### config.mk
export PLATFORM = sky130hd
export DESIGN_NAME = adc_frame_sequencer
export DESIGN_NICKNAME = d
export VERILOG_FILES = /design/src/rtl/adc_frame_sequencer.sv
export SDC_FILE = /design/constraint.sdc
export NUM_CORES = 1
export LEC_CHECK = 0
export CORE_MARGIN = 2
export CORE_UTILIZATION = 25
export DETAILED_ROUTE_END_ITERATION = 8
export SLEW_MARGIN = 15
export SYNTH_ARGS = -nofsm -noshare
export SYNTH_HDL_FRONTEND = slang
export SYNTH_SLANG_ARGS = --single-unit
export TNS_END_PERCENT = 5
### constraint.sdc
create_clock -name clk -period 1.9 [get_ports clk]
set_input_delay 0.38 -clock clk [delete_from_list [all_inputs] [get_ports clk]]
set_output_delay 0.38 -clock clk [all_outputs]
set_load 0.01 [all_outputs]
### src/rtl/adc_frame_sequencer.sv
// Per-frame pixel readout sequencer: steps each pixel through reset, sample and
// conversion phases, captures the ADC count and hands it out over valid/ready.
module adc_frame_sequencer #(
  parameter int PIXELS   = 16,
  parameter int RST_CYC  = 4,
  parameter int SMP_CYC  = 8,
  parameter int CONV_CYC = 16,
  parameter int ADC_W    = 4,
  localparam int AW      = (PIXELS > 1) ? $clog2(PIXELS) : 1
) (
  input  logic             clk,
  input  logic             n_reset,
  input  logic             start,
  input  logic             abort,
  input  logic [ADC_W-1:0] adc_count,
  output logic             S1,
  output logic             S2bar,
  output logic             S3,
  output logic             adc_enable,
  output logic             pix_valid,
  input  logic             pix_ready,
  output logic [ADC_W-1:0] pix_data,
  output logic [AW-1:0]    pix_addr,
  output logic             busy,
  output logic             eof,
  output logic [15:0]      frame_cnt
);

  localparam logic [2:0] S_IDLE = 3'd0;
  localparam logic [2:0] S_RST  = 3'd1;
  localparam logic [2:0] S_SMP  = 3'd2;
  localparam logic [2:0] S_CONV = 3'd3;
  localparam logic [2:0] S_OUT  = 3'd4;
  localparam logic [2:0] S_EOF  = 3'd5;

  localparam int CMAX_A = (RST_CYC > SMP_CYC) ? RST_CYC : SMP_CYC;
  localparam int CMAX   = (CMAX_A > CONV_CYC) ? CMAX_A : CONV_CYC;
  localparam int CW     = (CMAX > 1) ? $clog2(CMAX) : 1;

  logic [2:0]       state_reg, state_next;
  logic [CW-1:0]    cnt_reg, cnt_next;
  logic [AW-1:0]    addr_reg, addr_next;
  logic [ADC_W-1:0] data_reg, data_next;
  logic [15:0]      frame_reg, frame_next;

  always_comb begin
    state_next = state_reg;
    cnt_next   = cnt_reg + CW'(1);
    addr_next  = addr_reg;
    data_next  = data_reg;
    frame_next = frame_reg;
    case (state_reg)
      S_IDLE: begin
        cnt_next = '0;
        if (start && !abort) begin
          state_next = S_RST;
          addr_next  = '0;
        end
      end
      S_RST: begin
        if (cnt_reg == CW'(RST_CYC - 1)) begin
          state_next = S_SMP;
          cnt_next   = '0;
        end
      end
      S_SMP: begin
        if (cnt_reg == CW'(SMP_CYC - 1)) begin
          state_next = S_CONV;
          cnt_next   = '0;
        end
      end
      S_CONV: begin
        if (cnt_reg == CW'(CONV_CYC - 1)) begin
          state_next = S_OUT;
          cnt_next   = '0;
          data_next  = adc_count;
        end
      end
      S_OUT: begin
        cnt_next = '0;
        if (pix_ready) begin
          if (addr_reg == AW'(PIXELS - 1)) begin
            state_next = S_EOF;
          end else begin
            state_next = S_RST;
            addr_next  = addr_reg + AW'(1);
          end
        end
      end
      S_EOF: begin
        cnt_next   = '0;
        frame_next = frame_reg + 16'd1;
        state_next = S_IDLE;
      end
      default: begin
        cnt_next   = '0;
        state_next = S_IDLE;
      end
    endcase

    // Abort overrides every transition, including a same-cycle handshake or EOF.
    if (abort && state_reg != S_IDLE) begin
      state_next = S_IDLE;
      cnt_next   = '0;
      addr_next  = '0;
      data_next  = data_reg;
      frame_next = frame_reg;
    end
  end

  always_ff @(posedge clk or negedge n_reset) begin
    if (!n_reset) begin
      state_reg <= S_IDLE;
      cnt_reg   <= '0;
      addr_reg  <= '0;
      data_reg  <= '0;
      frame_reg <= '0;
    end else begin
      state_reg <= state_next;
      cnt_reg   <= cnt_next;
      addr_reg  <= addr_next;
      data_reg  <= data_next;
      frame_reg <= frame_next;
    end
  end

  // Outputs decode only registered state, so reset takes effect without a clock.
  assign S1         = (state_reg == S_RST);
  assign S2bar      = (state_reg != S_SMP);
  assign S3         = (state_reg == S_SMP);
  assign adc_enable = (state_reg == S_CONV);
  assign pix_valid  = (state_reg == S_OUT);
  assign eof        = (state_reg == S_EOF);
  assign busy       = (state_reg != S_IDLE);
  assign pix_addr   = addr_reg;
  assign pix_data   = data_reg;
  assign frame_cnt  = frame_reg;

endmodule

# ---- Word-level counts from Yosys, hierarchy flattened
# Index checks and enable logic that the tools add are counted.
dict set report totals {
  in_bits 9
  ramBits 0
  memories 0
  mem_bits_ro 0
  register_bits 31
  latchBits 0
  output_inout_bits 31
  word_cells 53
}
dict set report op_classes {
  eq_ne 16
  shifts 0
  n_reduce_logical 10
  magnitude_cmp 0
  addsub 3
  bitwise 1
  div 0
  n_mux 18
  n_mul 0
}
# cell n
set ops {}
lappend ops {{$mux W4} 8}
lappend ops {{$mux W3} 7}
lappend ops {{$add A16 B1 Y16 const B} 1}
lappend ops {{$pmux W3 S5} 1}
lappend ops {{$ne A3 B1 Y1 const B} 4}
lappend ops {{$pmux W4 S3} 1}
lappend ops {{$add A4 B1 Y4 const B} 2}
lappend ops {{$eq A4 B4 Y1 const B} 2}
lappend ops {{$pmux W4 S2} 1}
lappend ops {{$eq A3 B2 Y1 const B} 2}
lappend ops {{$eq A3 B3 Y1 const B} 2}
lappend ops {{$ne A3 B2 Y1 const B} 2}
lappend ops {{$reduce_bool A3 Y1} 2}
lappend ops {{$reduce_and A5 Y1} 1}
lappend ops {{$eq A4 B2 Y1 const B} 1}
lappend ops {{$eq A4 B3 Y1 const B} 1}
lappend ops {{$reduce_and A4 Y1} 1}
lappend ops {{$eq A3 B1 Y1 const B} 1}
lappend ops {{$logic_not A3 Y1} 1}
lappend ops {{$ne A3 B3 Y1 const B} 1}
lappend ops {{$reduce_and A3 Y1} 1}
lappend ops {{$logic_and A1 B1 Y1} 2}
lappend ops {{$reduce_and A2 Y1} 1}
lappend ops {{$logic_not A1 Y1} 1}
lappend ops {{$not A1 Y1} 1}

# ---- Longest topological paths before layout
# Gate-level depths: netlist of the first run.
dict set report depth {
  word_depth 5
  ltp_mapped 7
  ltp_nobuf 5
}

# ---- Worst setup path before layout of the first run
# No wires, ideal clock.
dict set report synth_timing {
  path_kind {register to register}
  from {reg cnt_reg[0]}
  to {reg state_reg[0]}
  setup_time_ns 0.128
  path_slack_ns 0.219
  synth_period_minus_slack_ns 1.681
  path_stages_with_launch 6
  arrival_time_ns 1.553
  required_time_ns 1.772
  path_buffers 0
  path_cell_list {dfrtp_1 ha_1 or3b_1 a21oi_1 a311oi_2 mux2_1}
}
dict set report synth_between {
  elab_chain_len 3
  elab_cells_between_ends 7
  classes_between {6 x eq/ne; 1 x reduce/logical}
}
# item line_no
set synth_rtl {}
lappend synth_rtl {{start, declared} 41} ;# logic [CW-1:0] cnt_reg, cnt_next;
lappend synth_rtl {{start signal, assigned} 120} ;# cnt_reg <= cnt_next;
lappend synth_rtl {{$eq A4 B4 Y1, or another cell as far along} 73} ;# if (cnt_reg == CW'(CONV_CYC - 1)) begin
lappend synth_rtl {{$ne A3 B1 Y1 (no source line)} -}
lappend synth_rtl {{$reduce_and A5 Y1 (no source line) *} -}
lappend synth_rtl {{end signal, assigned} 119} ;# state_reg <= state_next;
lappend synth_rtl {{end, declared} 40} ;# logic [2:0] state_reg, state_next;
# Every way passes the cells marked *; elsewhere a longest branch is shown, timed or not.
# A chain may end at the register's enable or synchronous reset.

# ---- Worst setup path after layout of the first run
dict set report layout_timing {
  from {reg state_reg[1]}
  to {out busy}
}
dict set report layout_between {
  elab_chain_len 1
}
# item line_no
set layout_rtl {}
lappend layout_rtl {{$reduce_bool A3 Y1} 134} ;# assign busy = (state_reg != S_IDLE);
lappend layout_rtl {{end, declared} 24} ;# output logic busy,
# No other way between the ends.

==> reports/qor.txt, run 1 <==
Setup CP Type = flip-flop to primary output
Fillers = 641
Top Ports = 40
Distinct cells, synth = 44
H-tree depth = 2
register area = 779 um2
Hold WS = 0.460 ns
drt initial violations = 50
startpoint types = flip-flop
vias in the first global route = 1203
arrival time worst endpoint = 1.39 ns
chip width = 83.8 um
share of cells above drive strength 1 = 18.5%
num rows = 29
Rel. slew slack = 71.9%
fin crit period = 1.77 ns
worst skew pair latency = 0.27 ns
Compound-Gate Fraction of Synth Area = 5.97%
Slew Limit Fails = 0
CTS clk-pin slew, worst paths = 0.06 ns
post-route insts no fill = 282
power density cells = 744 nW/um2
LEAKAGE = 1.05 nW
Clock Sinks = 31
Crit. End Element = primary output
clk_skew = 0.00538 ns
most frequent cells in the layout = clkdlybuf4s50_1 (32), dfrtp_1 (28), buf_4 (20), xnor2_1 (14), nand3_1 (14)
mux cell area share after synthesis = 5.50%
status = complete, no violations
Syn Inst Count = 146
synthesized cell area = 1590 um2
Die Y = 83.8 um
Setup TNS = 0 ns
DRC violations left = 0
syn_area_per_cell = 10.9 um2
diode count = 0
Max Buffers Root-to-Sink = 2
CP max FO = 7
antenna violations before repair = 0
all-layer global routing usage = 9.79%
Inst Count DP = 270
final setup fails = 0
area of the multi-input gates = 759 um2
RSZ-0062 raised after global routing = no
CTS tree = done
wire length per cell = 11.9 um
Initial DRT Pass Iterations = 4
sequential element share of the synthesized area = 48.7%
Largest register FFs = 16
predominant post-synthesis flop cell = dfrtp_1
Final Net Count = 216
largest net degree at the start of global routing = 32
total vias in the final route = 1296
worst hold-check path type = flip-flop to flip-flop
Place WS = -0.0879 ns
Post-synth EDFFs = 0
Async SR Flop Fraction = 100%
commonest non-fill, non-tap cell in the layout = clkdlybuf4s50_1
total congestion overflow = 0
CTS buffer count = 5
Final WS setup = 0.134 ns
via/cell ratio = 4.60
simple-gate share of the synthesized area = 23.9%
synthesis-to-layout area growth = 43.4%
Final Hold Fails = 0
flops & latches, synth = 31
antenna-violating nets left = 0
DP HPWL = 2400 um
max cap viols = 0
Core ar. = 6240 um2
Final period util = 93.0%
root buf cell = clkbuf_8
Slew @ Worst Pin = 0.421 ns
first-pass GRT wire length = 5600 um
gpl congestion = 0.779
maximum clock rate = 566 MHz
Synth Net Count = 158
Worst Path Required = 1.52 ns
Synthesis Warnings = 0
largest family of logic cells by synthesized area = simple AND/OR/NAND/NOR gates
VDD IR max = 0.395 mV
area of the die = 7020 um2
Post-Synth XOR/XNOR Area = 9.36%
Synth Area in Adders = 2.99%
Initial Utilization = 25.5%
WL final = 3340 um
port bufs = 39
metrics by stage:
| step | cell area [um2] | util, % | total power [mW] |
|---|---|---|---|
| 2_1_floorplan | 1590 | - | 0.993 |
| 3_3_place_gp | 2160 | 34.6 | 1.20 |
| 3_5_place_dp | 2160 | 34.6 | 1.20 |
| 4_1_cts | 2260 | 36.3 | 1.72 |
| 5_1_grt | 2280 | 36.6 | 1.82 |
| 6_report | 2280 | 36.6 | 1.70 |
cell type report:
type                    count  area share, %
inverters                   5          0.822
flip-flops and latches     31           34.2
multi-input cells         102           33.3
well taps                  77           4.22
clock inverters             1          0.219
clock buffers               7           3.34
repair buffers             59           24.0
power by group:
group	leakage, nW	internal, mW	switching [mW]
sequential	0.421	0.704	0.0499
combinational	0.589	0.257	0.206
clock	0.0422	0.256	0.225
total	1.05	1.22	0.481
cells in the mapped netlist, drive strengths merged (2+ instances only):
master	instances	area share, %
a21oi	2	0.63
and2	4	1.6
and3	4	1.9
and4	4	2.2
buf	4	1.4
clkbuf	4	0.94
dfrtp	31	49
ha	3	2.4
inv	5	1.2
mux2	6	4.2
mux2i	2	1.3
nand2	10	2.4
nand3	14	4.4
nand4	5	2.0
nor2	4	0.94
nor3	3	1.3
o21ai	2	0.63
or3	2	0.79
xnor2	14	7.7
xor2	3	1.7
critical path, stage by stage (launching register included):
cell and delay [ns]:
dfrtp_2 0.45, or3_1 0.38, dlygate4sd2_1 0.29
routing by layer:
layer,share of wire [%],GRT usage (%)
met4,0.96,2.64
met1,49,13.4
met5,0,0
met3,5.6,3.17
met2,44,15.0
what timing repair did:
action                                  CTS  global route
gates resized for setup                   5             5
setup buffers                             3             1
hold buffers                              0             0
endpoints found under the setup margin    7             4
cell families after synthesis:
logic type,Yosys count
compound gates,12
mux,8
fa+ha+maj,4
xor+xnor,17
simple gates,61
flops,31
buf+inv,13
path summary, 6_finish.rpt:
kind	cells after the start	start	slack, ns	end
worst max-delay path	2	state_reg[1]$_DFFE_PN0P_	0.13	busy
worst min-delay path	1	cnt_reg[0]$_DFF_PN0_	0.46	cnt_reg[0]$_DFF_PN0_
worst max register to register	6	state_reg[0]$_DFFE_PN0P_	0.17	state_reg[0]$_DFFE_PN0P_
worst min register to register	1	cnt_reg[0]$_DFF_PN0_	0.46	cnt_reg[0]$_DFF_PN0_
max in group asynchronous	2	n_reset	1.06	state_reg[0]$_DFFE_PN0P_
min in group asynchronous	2	n_reset	0.51	cnt_reg[1]$_DFF_PN0_
Power figures use the tool's default switching activity.
==> run 2: changes to the inputs <==
Settings changed: CTS_BUF_LIST from default to sky130_fd_sc_hd__clkbuf_8 sky130_fd_sc_hd__clkbuf_16.
==> run 2 against run 1 <==
Net effect: combinational power about the same; via count about the same; clock skew about the same; global-route usage unchanged; wire length decreased by 0.15%; final cell count unchanged; critical endpoint unchanged.
==> reports/qor.txt, run 2 (same netlist as run 1, synthesis figures left out) <==
power density cells = 740 nW/um2
VDD IR max = 0.395 mV
Final Hold Fails = 0
final setup fails = 0
via/cell ratio = 4.59
maximum clock rate = 566 MHz
CP max stage delay = 0.45 ns
max cap viols = 0
drt initial violations = 50
antenna-violating nets left = 0
antenna violations before repair = 0
vias in the first global route = 1203
Largest register FFs = 16
DRC violations left = 0
DP HPWL = 2400 um
Die Y = 83.8 um
Max Buffers Root-to-Sink = 2
CTS buffer count = 5
post-route insts no fill = 282
Inst Count DP = 270
# hold bufs at CTS = 0
synthesis-to-layout area growth = 43.4%
Final WS setup = 0.134 ns
Top Ports = 40
placed cell areas = 2160 um2
Slew @ Worst Pin = 0.421 ns
Slew Limit Fails = 0
Initial Utilization = 25.5%
arrival time worst endpoint = 1.39 ns
largest net degree at the start of global routing = 32
fin crit period = 1.77 ns
LEAKAGE = 1.06 nW
clk_skew = 0.00557 ns
first-pass GRT wire length = 5600 um
total vias in the final route = 1295
CTS tree = done
Worst Path Required = 1.52 ns
CP Cell Sequence = or3_1 > dlygate4sd2_1
worst skew pair latency = 0.27 ns
Hold WS = 0.460 ns
area of the die = 7020 um2
root buf cell = clkbuf_8
share of cells above drive strength 1 = 18.5%
Initial DRT Pass Iterations = 4
Rel. slew slack = 71.9%
Clock Sinks = 31
Final period util = 93.0%
CTS clk-pin slew, worst paths = 0.06 ns
Core ar. = 6240 um2
diode count = 0
WL final = 3340 um
Setup CP Type = flip-flop to primary output
Place WS = -0.0879 ns
H-tree depth = 2
port bufs = 39
CP max FO = 7
wire length per cell = 11.8 um
cell with the largest stage delay on the worst path = dfrtp_2
chip width = 83.8 um
num rows = 29
commonest non-fill, non-tap cell in the layout = clkdlybuf4s50_1
startpoint types = flip-flop
status = complete, no violations
gpl congestion = 0.779
RSZ-0062 raised after global routing = no
most frequent cells in the layout = clkdlybuf4s50_1 (32), dfrtp_1 (28), buf_4 (20), xnor2_1 (14), nand3_1 (14)
total congestion overflow = 0
Final Net Count = 216
Crit. End Element = primary output
Final Instance Area = 2280 um2
worst hold-check path type = flip-flop to flip-flop
all-layer global routing usage = 9.79%
## run 2: cell types whose count changed in the layout (fill, tap and decap cells not counted), sizes merged
cell / previous run / this run
clkbuf: 7 / 5
inv: 5 / 7
## run 2: worst paths after layout
path | from | to | slack, ns | depth (start not counted)
setup reg to reg | state_reg[0]$_DFFE_PN0P_ | state_reg[0]$_DFFE_PN0P_ | 0.17 | 6
hold reg to reg | cnt_reg[0]$_DFF_PN0_ | cnt_reg[0]$_DFF_PN0_ | 0.46 | 1
max in group asynchronous | n_reset | state_reg[0]$_DFFE_PN0P_ | 1.06 | 2
min in group asynchronous | n_reset | cnt_reg[1]$_DFF_PN0_ | 0.51 | 2
hold / removal | cnt_reg[0]$_DFF_PN0_ | cnt_reg[0]$_DFF_PN0_ | 0.46 | 1
setup / recovery | state_reg[1]$_DFFE_PN0P_ | busy | 0.13 | 2
## run 2: final cells by class
type | instances | area, um2
Inverter | 5 | 18.8
Tap cell | 77 | 96.3
Multi-Input combinational cell | 102 | 759
Sequential cell | 31 | 779
Clock buffer | 5 | 68.8
Fill cell | 641 | 3960
Timing Repair Buffer | 59 | 547
Clock inverter | 3 | 12.5
## run 2: critical path, delay by kind of cell, from the launching register on
family / cells / cell delay [ns]
AND/OR/NAND/NOR: 1 / 0.38
buffers and inverters: 1 / 0.29
flip-flops: 1 / 0.45
## run 2: per-stage QoR
stage | power (mW) | TNS, ns | utilization, %
2_1_floorplan | 0.993 | 0 | -
3_3_place_gp | 1.20 | -0.278 | 34.6
3_5_place_dp | 1.20 | -0.657 | 34.6
4_1_cts | 1.71 | 0 | 36.3
5_1_grt | 1.81 | 0 | 36.6
6_report | 1.69 | 0 | 36.6
## run 2: power by group
part           leakage, nW  internal (mW)  switching [mW]  total [mW]
clock network       0.0505          0.246           0.225       0.471
registers            0.421          0.704          0.0499       0.754
logic                0.589          0.257           0.206       0.463
total                 1.06           1.21           0.481        1.69
## run 2: what timing repair did
action                     4_1_cts  5_1_grt
buffers inserted                 3        1
gates resized for setup          5        5
setup endpoints to repair        7        4
## run 2: routing by layer
metal / vias to the layer above / GRT usage, % / share of wire [%]
met2: 32 / 15.0 / 45
met4: 0 / 2.64 / 0.96
li1: 640 / - / -
met1: 619 / 13.4 / 49
met3: 4 / 3.17 / 5.6
met5: - / 0 / 0
==> run 3: changes to the inputs <==
Settings changed: CORE_ASPECT_RATIO from default to 1.4, SKIP_LAST_GASP from default to 1.
==> run 3 against run 2 <==
Net effect: the flow now finishes with violations (setup timing); clock power is 2% higher; highest routed layer unchanged; setup slack worse by 0.22 ns; largest cell class unchanged; first-iteration DRC count is 42% lower; wire length is 2.1% higher.
==> reports/qor.txt, run 3 (same netlist as run 1, synthesis figures left out) <==
status = finished, violations left
failing checks = setup timing
gpl congestion = 0.745
chip width = 71.4 um
delay-heaviest family, CP = buffers and inverters
total congestion overflow = 0
largest net degree at the start of global routing = 32
Comb pwr share = 27.4%
Largest register FFs = 16
Psw = 0.495 mW
WP buf/inv = 1
Total Power = 1.71 mW
Worst Path Required = 1.52 ns
RSZ-0062 raised after global routing = yes
maximum clock rate = 504 MHz
antenna violations before repair = 0
fin crit period = 1.98 ns
CTS buffer count = 5
H-tree depth = 2
Critical Path Source = state_reg[1]$_DFFE_PN0P_
Slew Limit Fails = 0
Top Ports = 40
WL final = 3410 um
Final Instance Area = 2270 um2
area of the die = 7030 um2
cell with the largest stage delay on the worst path = clkdlybuf4s50_1
hold_sp = frame_cnt[15]$_DFFE_PN0P_
Die Y = 98.4 um
startpoint types = flip-flop
CP max stage delay = 0.48 ns
commonest non-fill, non-tap cell in the layout = clkdlybuf4s50_1
Max Buffers Root-to-Sink = 2
drt initial violations = 29
wire length per cell = 12.3 um
Pint = 1.21 mW
Initial DRT Pass Iterations = 4
Clk pwr share = 28.0%
via/cell ratio = 4.65
total vias in the final route = 1289
Clock Sinks = 31
diode count = 0
Crit. End Element = primary output
DP HPWL = 2500 um
most frequent cells in the layout = clkdlybuf4s50_1 (39), dfrtp_1 (28), buf_4 (20), xnor2_1 (14), nand3_1 (14)
DRC violations left = 0
all-layer global routing usage = 10.2%
worst skew pair latency = 0.27 ns
VDD IR max = 0.471 mV
worst hold-check path type = flip-flop to flip-flop
antenna-violating nets left = 0
Reg2Reg Launch Point = state_reg[1]$_DFFE_PN0P_
placed cell areas = 2170 um2
CP Cell Sequence = or3_1 > clkdlybuf4s50_1
Initial Utilization = 25.8%
Place WS = -0.196 ns
CTS tree = done
Slew @ Worst Pin = 0.404 ns
clk_skew = 0.00670 ns
max cap viols = 0
final setup fails = 3
Final Net Count = 216
Core ar. = 6170 um2
Final period util = 104%
Sequential Power Share = 44.6%
switch share = 28.9%
arrival time worst endpoint = 1.60 ns
Final Hold Fails = 0
final core occ = 36.8%
Setup CP Type = flip-flop to primary output
CP max FO = 9
Rel. slew slack = 73.1%
num rows = 34
share of cells above drive strength 1 = 19.0%
Setup TNS = -0.127 ns
root buf cell = clkbuf_8
first-pass GRT wire length = 5730 um
CTS clk-pin slew, worst paths = 0.06 ns
synthesis-to-layout area growth = 42.8%
vias in the first global route = 1265
Final WS setup = -0.0843 ns
power density cells = 752 nW/um2
LEAKAGE = 1.00 nW
port bufs = 39
-- run 3: cell type report --
class,instances,area [um2]
fillers,607,3900
flip-flops and latches,31,779
multi-input cells,102,762
repair buffers,59,541
well taps,72,90.1
clock buffers,5,68.8
inverters,5,18.8
clock inverters,3,12.5
-- run 3: final timing paths --
check                                       endpoint  slack (ns)  cells past startpoint
hold reg to reg            frame_cnt[15]$_DFFE_PN0P_        0.47                      1
setup / recovery                                busy       -0.08                      2
min in group asynchronous   frame_cnt[9]$_DFFE_PN0P_        0.50                      2
setup reg to reg            frame_cnt[8]$_DFFE_PN0P_        0.04                      6
max in group asynchronous   state_reg[1]$_DFFE_PN0P_        1.08                      2
hold / removal             frame_cnt[15]$_DFFE_PN0P_        0.47                      1
-- run 3: power by group through the flow --
stage	Clock [mW]	Sequential [mW]	Combinational (mW)
after floorplan	0	0.747	0.246
after global placement	0	0.771	0.451
after detailed placement	0	0.771	0.456
after CTS	0.504	0.760	0.476
after global routing	0.527	0.771	0.516
final	0.479	0.761	0.468
-- run 3: through the flow --
stage | cells | hold slack, ns
6_report | 277 | 0.470
5_1_grt | 277 | 0.484
4_1_cts | 277 | 0.474
3_5_place_dp | 267 | 0.463
3_3_place_gp | 267 | 0.461
2_1_floorplan | 146 | 0.0844
-- run 3: what timing repair did --
item | in CTS | in global routing
hold buffers | 0 | 0
resized for setup | 2 | 2
setup endpoints to repair | 11 | 11
buffers inserted | 2 | 0
-- run 3: layer usage --
layer,share of wire (%),GRT usage [%],up-vias
met5,0,0,-
met4,1.6,4.21,0
met3,4.8,2.89,5
met2,51,17.2,34
met1,43,12.1,613
li1,-,-,637
